===== config.mk =====
export PLATFORM = sky130hd
export DESIGN_NAME = upsampling_layer
export DESIGN_NICKNAME = d
export VERILOG_FILES = /design/src/rtl/upsampling_layer.sv
export SDC_FILE = /design/constraint.sdc
export NUM_CORES = 1
export LEC_CHECK = 0
export BUFFER_PORTS_ARGS = -buffer_cell sky130_fd_sc_hd__buf_2
export CAP_MARGIN = 20
export CORE_ASPECT_RATIO = 1.4
export CORE_UTILIZATION = 45
export CTS_CLUSTER_DIAMETER = 100
export DETAILED_ROUTE_END_ITERATION = 6
export GPL_ROUTABILITY_DRIVEN = 0
export PLACE_DENSITY_LB_ADDON = 0.08
export SKIP_LAST_GASP = 1
export SYNTH_ARGS = -nofsm -noshare
export SYNTH_HDL_FRONTEND = slang
export SYNTH_SLANG_ARGS = --single-unit

===== constraint.sdc =====
create_clock -name clk -period 3.8 [get_ports clk]
set_clock_uncertainty 0.05 [all_clocks]
set_input_delay 0.38 -clock clk [delete_from_list [all_inputs] [get_ports clk]]
set_output_delay 0.38 -clock clk [all_outputs]
set_load 0.01 [all_outputs]

===== src/rtl/upsampling_layer.sv =====
// upsampling_layer: streaming nearest-neighbour upsampler.
// Each accepted pixel is emitted SCALE times horizontally while it is also
// captured into a single-row line buffer. Once a full input row has been
// seen, the row is replayed from the line buffer SCALE-1 more times, and
// the input is stalled (input_ready low) for the whole replay.
module upsampling_layer #(
    parameter int I_WIDTH    = 8,
    parameter int CHANNELS   = 3,
    parameter int IMAGE_SIZE = 32,
    parameter int SCALE      = 2
) (
    input  logic                          clk,
    input  logic                          reset,
    input  logic                          clk_en,
    input  logic [CHANNELS*I_WIDTH-1:0]   input_data,
    input  logic                          input_valid,
    output logic                          input_ready,
    output logic [CHANNELS*I_WIDTH-1:0]   output_data,
    output logic                          valid
);

    localparam int PIX_W = CHANNELS * I_WIDTH;
    localparam int COL_W = (IMAGE_SIZE > 1) ? $clog2(IMAGE_SIZE) : 1;
    localparam int REP_W = (SCALE > 1) ? $clog2(SCALE) : 1;

    localparam logic [COL_W-1:0] LAST_COL = COL_W'(IMAGE_SIZE - 1);
    localparam logic [REP_W-1:0] REP_MAX  = REP_W'(SCALE - 1);
    localparam logic [REP_W-1:0] REP_ONE  = REP_W'(1);

    typedef enum logic {
        FILL   = 1'b0,
        REPLAY = 1'b1
    } state_t;

    state_t             state_reg;
    logic [COL_W-1:0]   col_reg;
    logic [REP_W-1:0]   rep_cnt_reg;
    logic [REP_W-1:0]   row_rep_reg;
    logic [PIX_W-1:0]   held_reg;
    logic [PIX_W-1:0]   output_data_reg;
    logic               valid_reg;

    // One row of input pixels, written during FILL and replayed afterwards.
    logic [PIX_W-1:0]   line_buf [IMAGE_SIZE];

    logic               accept;

    // New pixels are only taken when the previous one has finished its
    // horizontal repeats and no row is being replayed.
    assign input_ready = !reset && clk_en && (state_reg == FILL) && (rep_cnt_reg == '0);
    assign accept      = input_valid && input_ready;

    assign output_data = output_data_reg;
    assign valid       = valid_reg;

    // Line buffer write port; accept already implies FILL, enabled, not in reset.
    always_ff @(posedge clk) begin
        if (accept) begin
            line_buf[col_reg] <= input_data;
        end
    end

    // Control FSM: horizontal repeat countdown, column walk and row replay.
    always_ff @(posedge clk) begin
        if (reset) begin
            state_reg       <= FILL;
            col_reg         <= '0;
            rep_cnt_reg     <= '0;
            row_rep_reg     <= '0;
            held_reg        <= '0;
            output_data_reg <= '0;
            valid_reg       <= 1'b0;
        end else if (!clk_en) begin
            // Frozen: hold everything, but never repeat a strobe.
            valid_reg <= 1'b0;
        end else begin
            case (state_reg)
                FILL: begin
                    if (accept) begin
                        held_reg        <= input_data;
                        output_data_reg <= input_data;
                        valid_reg       <= 1'b1;
                        rep_cnt_reg     <= REP_MAX;
                    end else if (rep_cnt_reg != '0) begin
                        output_data_reg <= held_reg;
                        valid_reg       <= 1'b1;
                        rep_cnt_reg     <= rep_cnt_reg - REP_ONE;
                        if (rep_cnt_reg == REP_ONE) begin
                            if (col_reg == LAST_COL) begin
                                col_reg     <= '0;
                                row_rep_reg <= REP_ONE;
                                state_reg   <= REPLAY;
                            end else begin
                                col_reg <= col_reg + COL_W'(1);
                            end
                        end
                    end else begin
                        // Waiting for input: output bubble.
                        valid_reg <= 1'b0;
                    end
                end

                REPLAY: begin
                    // Synchronous read of the stored row straight into the output register.
                    output_data_reg <= line_buf[col_reg];
                    valid_reg       <= 1'b1;
                    if (rep_cnt_reg == '0) begin
                        // First cycle of a column: arm the countdown.
                        rep_cnt_reg <= REP_MAX;
                    end else begin
                        rep_cnt_reg <= rep_cnt_reg - REP_ONE;
                        if (rep_cnt_reg == REP_ONE) begin
                            if (col_reg == LAST_COL) begin
                                col_reg <= '0;
                                if (row_rep_reg == REP_MAX) begin
                                    state_reg <= FILL;
                                end else begin
                                    row_rep_reg <= row_rep_reg + REP_ONE;
                                end
                            end else begin
                                col_reg <= col_reg + COL_W'(1);
                            end
                        end
                    end
                end

                default: begin
                    state_reg <= FILL;
                    valid_reg <= 1'b0;
                end
            endcase
        end
    end

endmodule


==> results of run 1 <==
synthesized netlist by cell type:
library cell	count	area [sq um]
nor2b_1	11	68.8
o211ai_1	1	7.51
or2_2	1	6.26
a22oi_1	144	1080
a211oi_1	7	52.6
a31oi_1	2	12.5
nor2_1	81	304
or3b_2	1	8.76
clkbuf_4	1	7.51
a21oi_1	83	415
a311oi_1	1	8.76
o221ai_1	7	61.3
or4_1	7	52.6
o21ai_0	2	10.0
mux4_2	48	1080
and3_1	2	12.5
buf_1	4	15.0
nand3b_1	4	30.0
clkbuf_1	27	101
edfxtp_1	768	23100
or3_1	2	12.5
nand2_1	34	128
nor4b_1	1	8.76
nand3_1	3	15.0
nor3_1	2	10.0
ha_1	6	75.1
o21ai_1	1	5.00
buf_2	36	180
or4b_2	1	10.0
and2_1	2	12.5
inv_1	3	11.3
nor4_1	17	106
nor2_2	1	6.26
buf_4	28	210
buf_6	10	113
nand4_1	1	6.26
dfxtp_1	62	1240
mux2i_1	329	3290
a221o_1	17	170
nand2b_1	4	25.0
power groups by stage:
stage | Combinational, mW | Sequential, mW | Clock, mW
detailed placement | 0.382 | 10.2 | 0
finish | 0.377 | 10.0 | 7.77
global route | 0.409 | 10.0 | 8.28
floorplan | 0.163 | 10.2 | 0
global placement | 0.369 | 10.2 | 0
CTS | 0.383 | 10.0 | 7.95
cells by family after synthesis:
| logic type | Yosys count |
|---|---|
| adders and majority gates | 6 |
| muxes | 377 |
| DFF | 830 |
| and+or+nand+nor | 175 |
| AOI/OAI and AO/OA | 265 |
| buffers and inverters | 109 |
through the flow:
step	setup slack [ns]	std cells	util, %	area (sq um)
global placement	0.684	2719	48.0	33800
floorplan	0.572	1762	-	32000
global route	0.543	2862	51.6	36300
CTS	0.642	2862	51.6	36300
finish	0.659	2862	51.6	36300
detailed placement	0.555	2719	48.0	33800
path summary, 6_finish.rpt:
check | start | to | slack (ns) | depth (start not counted)
worst min register to register | row_rep_reg | state_reg | 0.42 | 1
worst max-delay path | rep_cnt_reg | line_buf[10][10] | 0.66 | 5
worst max register to register | rep_cnt_reg | line_buf[10][10] | 0.66 | 5
worst min-delay path | clk_en | valid | 0.07 | 3
cell usage in the layout (no fill, tap or decap), drive strengths merged:
cell and count:
ha 6, a31oi 2, buf 127, a21oi 83
and2 2, o221ai 7, edfxtp 768, or3b 1
nand4 1, nand2 34, nor4 17, mux4 48
nand2b 4, or4 7, bufinv 6, and3 2
nor3 2, o21ai 3, clkinvlp 1, mux2i 329
o211ai 1, nor2b 11, clkbuf 108, a211oi 7
dfxtp 62, nor2 82, a311oi 1, a221o 17
clkinv 28, nand3b 4, nand3 3, a22oi 144
inv 3, or2 1, nor4b 1, or3 2
or4b 1
worst max-delay path: cells and delay by family (launching register included):
family | cells | cell delay [ns]
buf+inv | 1 | 0.27
simple gates | 4 | 2.11
flops | 1 | 0.41
metal layers:
layer / up-vias / share of wire, %
li1: 7298 / -
met1: 8538 / 43
met2: 359 / 51
met3: 85 / 4.1
met4: 0 / 1.8
met5: - / 0
cell type report:
class / count / area (sq um)
fillers: 5699 / 34000
flip-flops and latches: 830 / 24300
well taps: 936 / 1170
clock inverters: 35 / 330
multi-input cells: 823 / 7290
inverters: 3 / 11.3
repair buffers: 127 / 996
clock buffers: 108 / 2210
==> results.ini, run 1 <==
[power]
p_int_mw = 14.6
ir_drop_mv = 0.420
pwr-share-seq_pct = 55.1
switchingPower_mw = 3.58
p_per_area_nw_per_um2 = 500
comb_power_share_pct = 2.1
p_clk_share_pct = 42.8
switching_share_pct = 19.7
finalPower_mw = 18.2
cellLeakagePower_nw = 10.9

[timing]
rsz0062_at_grt = false
slew-limit-headroom_pct = 28.7
holdWs_ns = 0.0747
tns_ns = 0
period_share_pct = 82.7
slew_viol_final = 0
post-route-min-period_ns = 3.14
hold_violations = 0
worst_slew_pin_slew_ns = 1.06
setup_viol = 0
fmax_mhz = 318

[die]
die_x_microns = 228
fp.dieH_microns = 318
floorplan.rows = 115
core_sq_um = 70400
initial_core_util_pct = 45.5
die-area_sq_um = 72300
pin_count = 54

[synthesis]
synth-warning-count = 0
syn_area_sq_um = 32000
ys_seq_area_share_pct = 75.9
syn_avg_cell_area_sq_um = 18.2
synth_compound_area_share_pct = 5.69
netlist_instances = 1762
synth_nets = 1796
synth-simple-area-share_pct = 2.57
synth.distinct_cells = 40
synth_top_family_by_area = multiplexers
synthAdderAreaFrac_pct = 0.234
synth.area.mux_share_pct = 13.7
synth_xor_area_share_pct = 0
ys_ff_latch = 830

[placed_design]
port_buffers = 53
post-dp-hpwl_microns = 43800

[grt]
grt_max_degree = 87
grt_first_pass_wirelength_microns = 112000
overflow = 0
grt_use_total_pct = 21.6
gr-usage-met2_pct = 36.2
grt_pass1_vias = 16700
antenna_found_initial = 1
grt_use_met3_pct = 2.80
top_usage_layer = met2
use_met1_pct = 29.6

[routing]
wl_microns = 76200
wl_per_cell_microns = 26.6
dr.pass1.iters = 4
vias = 16300
final_antenna_net_count = 0
drcViolationCount = 0
detail_route.iter0.violations = 1229
via_per_inst = 5.69

[clocking]
cts_max_level = 3
postCtsHoldBufs = 0
cts_tree = built
clock_sinks = 830
cts_buffer_depth = 3
clock_latency_ns = 0.62
post_cts_buffers = 0
path_clk_slew_ns = 0.06
root_buffer = clkbuf_16
numCtsBuffers = 78
post_cts_resized = 0

[cells_and_area]
nets = 1897
antenna_cells = 0
largest_reg_flops = 768
drive_above_1_share_pct = 16.9
syn2layout_area_growth_pct = 13.4

[worst_setup_path]
worstSetupPathType = register to register
cp-start-kind = register
slowest_delay_ns = 0.67
worstPathMaxFanout = 17
cp_slowest_cell = nor2_2
worstPathCellList = nor4b_1 > and2_2 > nand2_1 > nor2_2 > buf_12
end_kind = register
cp.arrival_ns = 3.42
crit_required_ns = 4.08

[min_path]
min_path_type = primary input to register

[outcome]
status = finished, final reports clean

[job]
drv_cap = 0

Power figures use the tool's default switching activity.
==> run 2: changes to the inputs <==
- clock period: 3.8 -> 2.8 ns (I/O delays scaled with it)
==> results.ini, run 2 (same netlist as run 1, synthesis figures left out) <==
[outcome]
status = finished with violations
violations = DRC

[power]
pwr-share-seq_pct = 55.8  ; +0.7 points
p_per_area_nw_per_um2 = 660  ; +32%
switchingPower_mw = 4.84  ; +35%
finalPower_mw = 24.3  ; +34%
switching_share_pct = 19.9  ; +0.12 points
cellLeakagePower_nw = 11.1  ; +2.0%
comb_power_share_pct = 2.3  ; +0.2 points
p_int_mw = 19.5  ; +34%
ir_drop_mv = 0.602  ; +43%
p_clk_share_pct = 42.0  ; -0.8 points

[min_path]
hold_start = input_data[20]
min_path_type = primary input to register
hold_depth = 1  ; -2

[timing]
rsz0062_at_grt = false
post-route-min-period_ns = 2.70  ; -0.446 ns
hold_violations = 0  ; unchanged
period_share_pct = 96.3  ; +14 points
fmax_mhz = 371  ; +17%
slew-limit-headroom_pct = 36.7  ; +8.0 points
slew_viol_final = 0  ; unchanged
tns_ns = 0  ; unchanged
setup_viol = 0  ; unchanged
worst_slew_pin_slew_ns = 0.946  ; -0.114 ns

[grt]
top_usage_layer = met2
gr-usage-met2_pct = 35.6  ; -0.53 points
grt_first_pass_wirelength_microns = 112000  ; about the same
grt_use_met3_pct = 2.76  ; -0.037 points
grt_max_degree = 55  ; -37%
grt_pass1_vias = 16600  ; -0.90%
antenna_found_initial = 0  ; -1
overflow = 0  ; unchanged
use_met1_pct = 30.7  ; +1.1 points
grt_use_total_pct = 21.8  ; +0.14 points

[cells_and_area]
syn2layout_area_growth_pct = 15.1
final_cell_mix = edfxtp_1 (768), mux2i_1 (329), a22oi_1 (144)
drive_above_1_share_pct = 18.2  ; +1.3 points
fin_area_sq_um = 36900  ; +1.5%
antenna_cells = 0  ; unchanged
largest_reg_flops = 768  ; unchanged
final_common_cell = edfxtp_1
nets = 1934  ; +2.0%

[worst_setup_path]
worstSetupPathType = register to register
cp-start-kind = register
worstPathMaxFanout = 40  ; +23
cp.arrival_ns = 3.22  ; -0.20 ns
r2r_cells = 8  ; +3
crit_required_ns = 3.32  ; -0.76 ns
end_kind = register

[die]
die-area_sq_um = 72300  ; unchanged
initial_core_util_pct = 45.5  ; unchanged
fp.dieH_microns = 318  ; unchanged
die_x_microns = 228  ; unchanged
floorplan.rows = 115  ; unchanged
core_sq_um = 70400  ; unchanged
pin_count = 54  ; unchanged

[clocking]
clock_sinks = 830  ; unchanged
path_clk_slew_ns = 0.06  ; about the same
post_cts_buffers = 0  ; unchanged
clock_latency_ns = 0.63  ; about the same
root_buffer = clkbuf_16
cts_max_level = 3  ; unchanged
cts_tree = built
post_cts_resized = 0  ; unchanged
cts_buffer_depth = 3  ; unchanged
numCtsBuffers = 76  ; -2.6%

[placed_design]
placed_area_sq_um = 34400  ; +1.9%
post-dp-hpwl_microns = 46100  ; +5.2%
port_buffers = 53  ; unchanged

[routing]
final_antenna_net_count = 0  ; unchanged
via_per_inst = 5.62  ; -1.1%
wl_per_cell_microns = 26.6  ; about the same
detail_route.iter0.violations = 1227  ; -0.16%
dr.pass1.iters = 7  ; +3
drcViolationCount = 1  ; +1
vias = 16300  ; +0.0061%
wl_microns = 77100  ; +1.1%

[job]
drv_cap = 0  ; unchanged

run 2: cell count changes in the layout (fill, tap and decap cells not counted), moves of 8 or more:
cell	before	now
buf_4	60	71
nor2_4	18	26
buf_12	14	40
nor2_2	15	7
run 2: final timing paths:
path / end / slack, ns
max: output_data[13] / 0.10
min: line_buf[13][20] / 0.12
max reg2reg: output_data[13] / 0.10
min reg2reg: state_reg / 0.42
run 2: layer usage:
metal	share of wire, %	wire length (microns)	vias to the layer above
met5	0	0	-
met2	49	38100	339
met3	4.2	3230	76
met1	45	34500	8508
li1	-	-	7358
met4	1.7	1290	0
run 2: final cells by class:
class | count | area, sq um
clock buffer | 92 | 1980
clock inverter | 45 | 437
fill | 5646 | 33500
inverter | 3 | 11.3
multi-input combinational | 823 | 7340
sequential | 830 | 24300
tap | 936 | 1170
timing repair buffer | 166 | 1620
run 2: per-stage QoR:
step	std cells	hold WS [ns]	utilization, %	setup WS, ns
after detailed placement	2756	0.398	48.9	0.147
after global placement	2756	0.403	48.9	0.129
after CTS	2895	0.0930	52.4	0.141
after floorplan	1762	0.329	-	-0.147
after global routing	2895	0.144	52.4	0.0197
final	2895	0.124	52.4	0.105
run 2: power groups by stage:
| stage | Sequential (mW) | Combinational [mW] | Clock, mW |
|---|---|---|---|
| 6_report | 13.6 | 0.555 | 10.2 |
| 5_1_grt | 13.6 | 0.599 | 10.9 |
| 4_1_cts | 13.6 | 0.561 | 10.5 |
| 3_5_place_dp | 13.8 | 0.559 | 0 |
| 3_3_place_gp | 13.8 | 0.547 | 0 |
| 2_1_floorplan | 13.8 | 0.223 | 0 |
run 2: timing repair:
| action | 4_1_cts | 5_1_grt |
|---|---|---|
| setup endpoints to repair | 0 | 0 |
| hold endpoints to repair | 7 | 0 |
| hold buffers | 2 | 0 |
run 2: critical path, stage by stage, from the launching register on:
cell and delay, ns:
dfxtp_4 0.37, buf_12 0.20, buf_12 0.31, buf_4 0.26, mux2i_1 0.09, a22oi_1 0.20, a21oi_1 0.12, nor4_1 0.73
a221o_1 0.25
